### src/rtl/error_metric_acc_if.sv
// Sample/result bundle for error_metric_acc; master drives samples, slave is the accumulator.
// With ERR_RATE_CNT_EN defined the bundle also carries o_err_cnt.
interface error_metric_acc_if #(
    parameter int W     = 16,
    parameter int CNT_W = 17,
    parameter int SUM_W = 33
);
    logic                i_start;
    logic                i_valid;
    logic                o_ready;
    logic signed [W-1:0] i_exact;
    logic signed [W-1:0] i_approx;
    logic                i_last;
    logic                o_done;
    logic [SUM_W-1:0]    o_sum_ed;
    logic [CNT_W-1:0]    o_count;
    logic signed [W-1:0] o_max_exact;
    logic [W:0]          o_max_ed;
`ifdef ERR_RATE_CNT_EN
    logic [CNT_W-1:0]    o_err_cnt;

    modport master (output i_start, i_valid, i_exact, i_approx, i_last,
                    input  o_ready, o_done, o_sum_ed, o_count, o_max_exact, o_max_ed, o_err_cnt);
    modport slave  (input  i_start, i_valid, i_exact, i_approx, i_last,
                    output o_ready, o_done, o_sum_ed, o_count, o_max_exact, o_max_ed, o_err_cnt);
`else
    modport master (output i_start, i_valid, i_exact, i_approx, i_last,
                    input  o_ready, o_done, o_sum_ed, o_count, o_max_exact, o_max_ed);
    modport slave  (input  i_start, i_valid, i_exact, i_approx, i_last,
                    output o_ready, o_done, o_sum_ed, o_count, o_max_exact, o_max_ed);
`endif
endinterface

### src/rtl/error_metric_acc.sv
// Error-distance accumulator comparing exact vs approximate multiplier products over a run.
// Optional ERR_RATE_CNT_EN adds a count of samples whose error distance is non-zero.
module error_metric_acc #(
    parameter int W     = 16,
    parameter int CNT_W = 17,
    parameter int SUM_W = 33
) (
    input logic               i_clk,
    input logic               i_rst_n,
    error_metric_acc_if.slave bus
);
    typedef enum logic [1:0] {IDLE, ACCUM, DRAIN, DONE} state_t;

    state_t              state, state_nxt;
    logic                ready, done, acc;
    logic                s1_vld;
    logic signed [W:0]   s1_diff;
    logic signed [W-1:0] s1_exact;
    logic [W:0]          s1_abs;
    logic [SUM_W:0]      sum_add;
    logic [SUM_W-1:0]    sum_ed;
    logic [CNT_W-1:0]    count;
    logic signed [W-1:0] max_exact;
    logic [W:0]          max_ed;

    assign acc = bus.i_valid && ready && !bus.i_start;

    always_ff @(posedge i_clk or negedge i_rst_n) begin
        if (!i_rst_n) state <= IDLE;
        else          state <= state_nxt;
    end

    always_comb begin
        state_nxt = state;
        if (bus.i_start) state_nxt = ACCUM;
        else begin
            case (state)
                ACCUM:   if (acc && bus.i_last) state_nxt = DRAIN;
                DRAIN:   state_nxt = DONE;
                default: state_nxt = state;
            endcase
        end
    end

    always_comb begin
        ready = (state == ACCUM);
        done  = (state == DONE);
    end

    // |diff| of a W+1-bit difference of two W-bit values always fits W+1 unsigned bits
    assign s1_abs  = s1_diff[W] ? $unsigned(-s1_diff) : $unsigned(s1_diff);
    assign sum_add = {1'b0, sum_ed} + {{(SUM_W-W){1'b0}}, s1_abs};

    always_ff @(posedge i_clk or negedge i_rst_n) begin
        if (!i_rst_n) begin
            s1_vld    <= 1'b0;
            s1_diff   <= '0;
            s1_exact  <= '0;
            sum_ed    <= '0;
            count     <= '0;
            max_exact <= '0;
            max_ed    <= '0;
        end else if (bus.i_start) begin
            s1_vld    <= 1'b0;
            s1_diff   <= '0;
            s1_exact  <= '0;
            sum_ed    <= '0;
            count     <= '0;
            max_exact <= '0;
            max_ed    <= '0;
        end else begin
            s1_vld <= acc;
            if (acc) begin
                s1_diff  <= {bus.i_approx[W-1], bus.i_approx} - {bus.i_exact[W-1], bus.i_exact};
                s1_exact <= bus.i_exact;
            end
            if (s1_vld) begin
                sum_ed <= sum_add[SUM_W] ? '1 : sum_add[SUM_W-1:0];
                if (!(&count))           count     <= count + CNT_W'(1);
                if (s1_exact > max_exact) max_exact <= s1_exact;
                if (s1_abs > max_ed)      max_ed    <= s1_abs;
            end
        end
    end

`ifdef ERR_RATE_CNT_EN
    logic [CNT_W-1:0] err_cnt;

    always_ff @(posedge i_clk or negedge i_rst_n) begin
        if (!i_rst_n)                                 err_cnt <= '0;
        else if (bus.i_start)                         err_cnt <= '0;
        else if (s1_vld && s1_diff != 0 && !(&err_cnt)) err_cnt <= err_cnt + CNT_W'(1);
    end

    assign bus.o_err_cnt = err_cnt;
`endif

    assign bus.o_ready     = ready;
    assign bus.o_done      = done;
    assign bus.o_sum_ed    = sum_ed;
    assign bus.o_count     = count;
    assign bus.o_max_exact = max_exact;
    assign bus.o_max_ed    = max_ed;
endmodule

### src/flat_wrapper.sv
// flat-port wrapper written by rule: the top's interface ports become plain ports
module error_metric_acc_flat 
#(
    parameter int W     = 16,
    parameter int CNT_W = 17,
    parameter int SUM_W = 33
)
  (i_clk, i_rst_n, bus_i_start, bus_i_valid, bus_i_exact, bus_i_approx, bus_i_last, bus_o_ready, bus_o_done, bus_o_sum_ed, bus_o_count, bus_o_max_exact, bus_o_max_ed);
  error_metric_acc_if #(.W(W), .CNT_W(CNT_W), .SUM_W(SUM_W)) bus_i ();
  input logic i_clk;
  input logic i_rst_n;
  input wire logic [$bits(bus_i.i_start)-1:0] bus_i_start;
  input wire logic [$bits(bus_i.i_valid)-1:0] bus_i_valid;
  input wire logic [$bits(bus_i.i_exact)-1:0] bus_i_exact;
  input wire logic [$bits(bus_i.i_approx)-1:0] bus_i_approx;
  input wire logic [$bits(bus_i.i_last)-1:0] bus_i_last;
  output wire logic [$bits(bus_i.o_ready)-1:0] bus_o_ready;
  output wire logic [$bits(bus_i.o_done)-1:0] bus_o_done;
  output wire logic [$bits(bus_i.o_sum_ed)-1:0] bus_o_sum_ed;
  output wire logic [$bits(bus_i.o_count)-1:0] bus_o_count;
  output wire logic [$bits(bus_i.o_max_exact)-1:0] bus_o_max_exact;
  output wire logic [$bits(bus_i.o_max_ed)-1:0] bus_o_max_ed;
  assign bus_i.i_start = bus_i_start;
  assign bus_i.i_valid = bus_i_valid;
  assign bus_i.i_exact = bus_i_exact;
  assign bus_i.i_approx = bus_i_approx;
  assign bus_i.i_last = bus_i_last;
  assign bus_o_ready = bus_i.o_ready;
  assign bus_o_done = bus_i.o_done;
  assign bus_o_sum_ed = bus_i.o_sum_ed;
  assign bus_o_count = bus_i.o_count;
  assign bus_o_max_exact = bus_i.o_max_exact;
  assign bus_o_max_ed = bus_i.o_max_ed;
  error_metric_acc #(.W(W), .CNT_W(CNT_W), .SUM_W(SUM_W)) u_core (.i_clk(i_clk), .i_rst_n(i_rst_n), .bus(bus_i));
endmodule
### config.mk
export PLATFORM = sky130hd
export DESIGN_NAME = error_metric_acc_flat
export DESIGN_NICKNAME = d
export VERILOG_FILES = /design/src/rtl/error_metric_acc_if.sv /design/src/rtl/error_metric_acc.sv /design/src/flat_wrapper.sv
export SDC_FILE = /design/constraint.sdc
export NUM_CORES = 1
export LEC_CHECK = 0
export ABC_AREA = 1
export CAP_MARGIN = 20
export CELL_PAD_IN_SITES_DETAIL_PLACEMENT = 1
export CELL_PAD_IN_SITES_GLOBAL_PLACEMENT = 1
export CORE_MARGIN = 10
export CORE_UTILIZATION = 43
export CTS_CLUSTER_DIAMETER = 200
export CTS_CLUSTER_SIZE = 24
export DETAILED_ROUTE_END_ITERATION = 8
export PLACE_DENSITY = 0.88
export SLEW_MARGIN = 10
export SYNTH_ARGS = -nofsm -noshare
export SYNTH_HDL_FRONTEND = slang
export SYNTH_SLANG_ARGS = --single-unit
### constraint.sdc
create_clock -name i_clk -period 4.3 [get_ports i_clk]
set_input_delay 1.29 -clock i_clk [delete_from_list [all_inputs] [get_ports i_clk]]
set_output_delay 1.29 -clock i_clk [all_outputs]
set_load 0.01 [all_outputs]
==> impl_metrics.toml <==
[job]
drv_cap = 0

[status]
status = "completed"

[synth]
synth_flop_cell = "dfrtp_1"
ys_seq_area_share_pct = 32.9
syn_area_per_cell_um2 = 6.90
ys_ff_latch = 119
synth_top_area_share_pct = 32.9
yosysWarnings = 0
ys_top_cells_by_count = "nand2_1, inv_1, dfrtp_1"
netlist_instances = 1310
synth-edff-count = 0
synth_compound_area_share_pct = 9.62
ys_top_cells_by_area = "dfrtp_1, nand2_1, ha_1, inv_1, nand3_1"
synth-adder-area-share_pct = 9.99
muxShareOfSynthArea_pct = 0
synth_top_family_by_area = "simple AND/OR/NAND/NOR gates"
async_flop_share_pct = 100
synth_area_leader_cell = "dfrtp_1"
synthXorXnorAreaFrac_pct = 2.81
synthSimpleGateAreaFrac_pct = 34.3
postSynthNetCount = 1418
yosysMostFrequentCell = "nand2_1"
yosys.cell_types.count = 44
synth_area_mm2 = 0.00904

[global_route]
grt_usage_pct = 23.1
grt_pass1_wl_mm = 50.3
grt_max_degree = 69
antenna_found_initial = 0
first_global_vias = 9767
grt_overflow = 0

[worst_setup_path]
worstPathArrival_ns = 4.27
r2r-start = "u_core.s1_diff[0]"
crit_type = "register to register"
endpoint_kind = "register"
crit_required_ns = 4.62
critPathLaunch = "u_core.s1_diff[0]"
path_max_fanout = 30
startpoint_type = "register"

[clock_tree]
path_clk_slew_ns = 0.06
cts_root_buffer = "clkbuf_16"
cts_setup_buffers = 0
clock_latency_ns = 0.43
cts_buffer_depth = 2
cts_max_level = 4
cts_tree = "built"
cts_buffers = 17
cts.sinks = 119
cts_hold_buf = 0
cts_resized = 0

[pwr]
leakage_nw = 5.77
p_sw_mw = 1.28
seq_power_share_pct = 33.6
pwr_density_cell_mw_per_mm2 = 331
p_sw_share_pct = 35.0
pwr-share-comb_pct = 27.4
finalPower_mw = 3.67
clkPwrFrac_pct = 39.0
worst_ir_drop_vdd_uv = 304
p_int_mw = 2.38

[drt]
vias = 9243
via_per_inst = 5.41
drc = 0
wirelength_mm = 31.1
drt-initial-drc-count = 640
final_antenna_net_count = 0
dr.pass1.iters = 5
route.detailed.wl_per_inst_um = 18.2

[sta]
min_period_over_period_pct = 92.0
period_needed_ns = 3.95
slew_viol_final = 0
tns_ns = 0
relSlewSlack_pct = 39.0
setup_violations = 0
max_freq_ghz = 0.253
finalHoldViolations = 0
tightest_slew_ns = 0.915
finalClockSkew_ns = 0.00688
fin_ws_ns = 0.346
rsz0062_at_grt = "no"

[cells_and_area]
nets = 1535
stdcell_area_mm2 = 0.0111
drive_above_1_share_pct = 6.25
diodes = 0
area_growth_pct = 22.6

[floorplan]
chipWidth_um = 165
initial_core_util_pct = 44.2
coreArea_mm2 = 0.0204
fp-row-count = 52
ios = 122
die_area_mm2 = 0.0272
chipHeight_um = 165

[place]
dp_worst_setup_slack_ns = 0.487
port_buffers = 121
dpl.hpwl_mm = 23.7
placed_area_mm2 = 0.0105
place_congestion = 0.898

[hold_path]
hold_class = "register to register"
min-delay-start = "u_core.state[0]"
==> worst paths after layout <==
check | slack [ns] | cells past startpoint | endpoint
min | 0.51 | 1 | u_core.state[0]
min in group asynchronous | 0.88 | 1 | u_core.bus.o_sum_ed[3]
max | 0.35 | 16 | u_core.bus.o_sum_ed[22]
max reg2reg | 0.35 | 16 | u_core.bus.o_sum_ed[22]
min reg2reg | 0.51 | 1 | u_core.state[0]
max in group asynchronous | 2.66 | 2 | u_core.bus.o_sum_ed[22]
==> through the flow <==
step | instances | hold slack, ns | util [%]
floorplan | 1310 | 0.469 | -
global placement | 1678 | 0.488 | 51.4
detailed placement | 1678 | 0.501 | 51.4
CTS | 1710 | 0.518 | 54.2
global route | 1710 | 0.545 | 54.2
finish | 1710 | 0.509 | 54.2
==> per-layer routing <==
metal	track usage (%)	part of all wire [%]
met5	0	0
met4	6.96	2.0
met3	4.31	5.1
met2	40.8	51
met1	27.9	42
==> cell type report <==
| cell class | instances | area (µm²) |
|---|---|---|
| Clock buffer | 18 | 429 |
| Clock inverter | 14 | 149 |
| Fill cell | 2650 | 9350 |
| Inverter | 206 | 773 |
| Multi-Input combinational cell | 954 | 5130 |
| Sequential cell | 119 | 2980 |
| Tap cell | 270 | 338 |
| Timing Repair Buffer | 129 | 1280 |
==> cells by family (layout without fill, tap and decap cells) <==
| logic type | after synthesis | in the layout |
|---|---|---|
| DFF | 119 | 119 |
| and+or+nand+nor | 697 | 697 |
| adders and majority gates | 71 | 71 |
| buffers and inverters | 237 | 367 |
| xor gates and xnor gates | 29 | 29 |
| AOI/OAI and AO/OA | 157 | 157 |
==> critical path, cell delays in order, from the launching register on <==
cell and delay, ns:
dfrtp_1 0.38, inv_1 0.15, ha_1 0.21, nand3_1 0.13, nor2_1 0.28, nand2_1 0.12
nor3_1 0.59, ha_1 0.43, a21oi_1 0.39, o21a_1 0.20, nand2_1 0.08, inv_1 0.09
nand2_2 0.11, nand2_4 0.38, nand2_2 0.09, o21ai_2 0.12, nand2_1 0.06
==> layout by cell type, fill, tap and decap left out, drive strengths merged, types with 2 or more instances in the layout <==
cell type and count:
or2 4, nand3 104, a31oi 5, o21bai 3
o21a 5, and2 3, xor2 10, nand2 430
a21oi 53, nor2 81, dfrtp 119, bufinv 2
ha 69, inv 210, xnor2 19, o22ai 7
clkbuf 18, nor3 20, o31ai 3, clkdlybuf4s50 120
o21ai 77, fa 2, nand4 50, clkinv 7
nor4 2, buf 9, a21o 2
==> power by group through the flow <==
stage,Clock (mW),Sequential [mW],Combinational (mW)
after detailed placement,0,1.25,0.979
after CTS,1.45,1.23,1.00
final,1.43,1.23,1.00
after floorplan,0,1.24,0.644
after global routing,1.50,1.24,1.12
after global placement,0,1.25,0.944
==> sequential cells by signal, summed over array words and instances, names as in the netlist <==
register / count
u_core.bus.o_sum_ed: 33
u_core.bus.o_count: 17
u_core.bus.o_max_ed: 17
u_core.s1_diff: 17
u_core.bus.o_max_exact: 16
u_core.s1_exact: 16
u_core.state: 2
u_core.s1_vld: 1
Power figures use the tool's default switching activity.
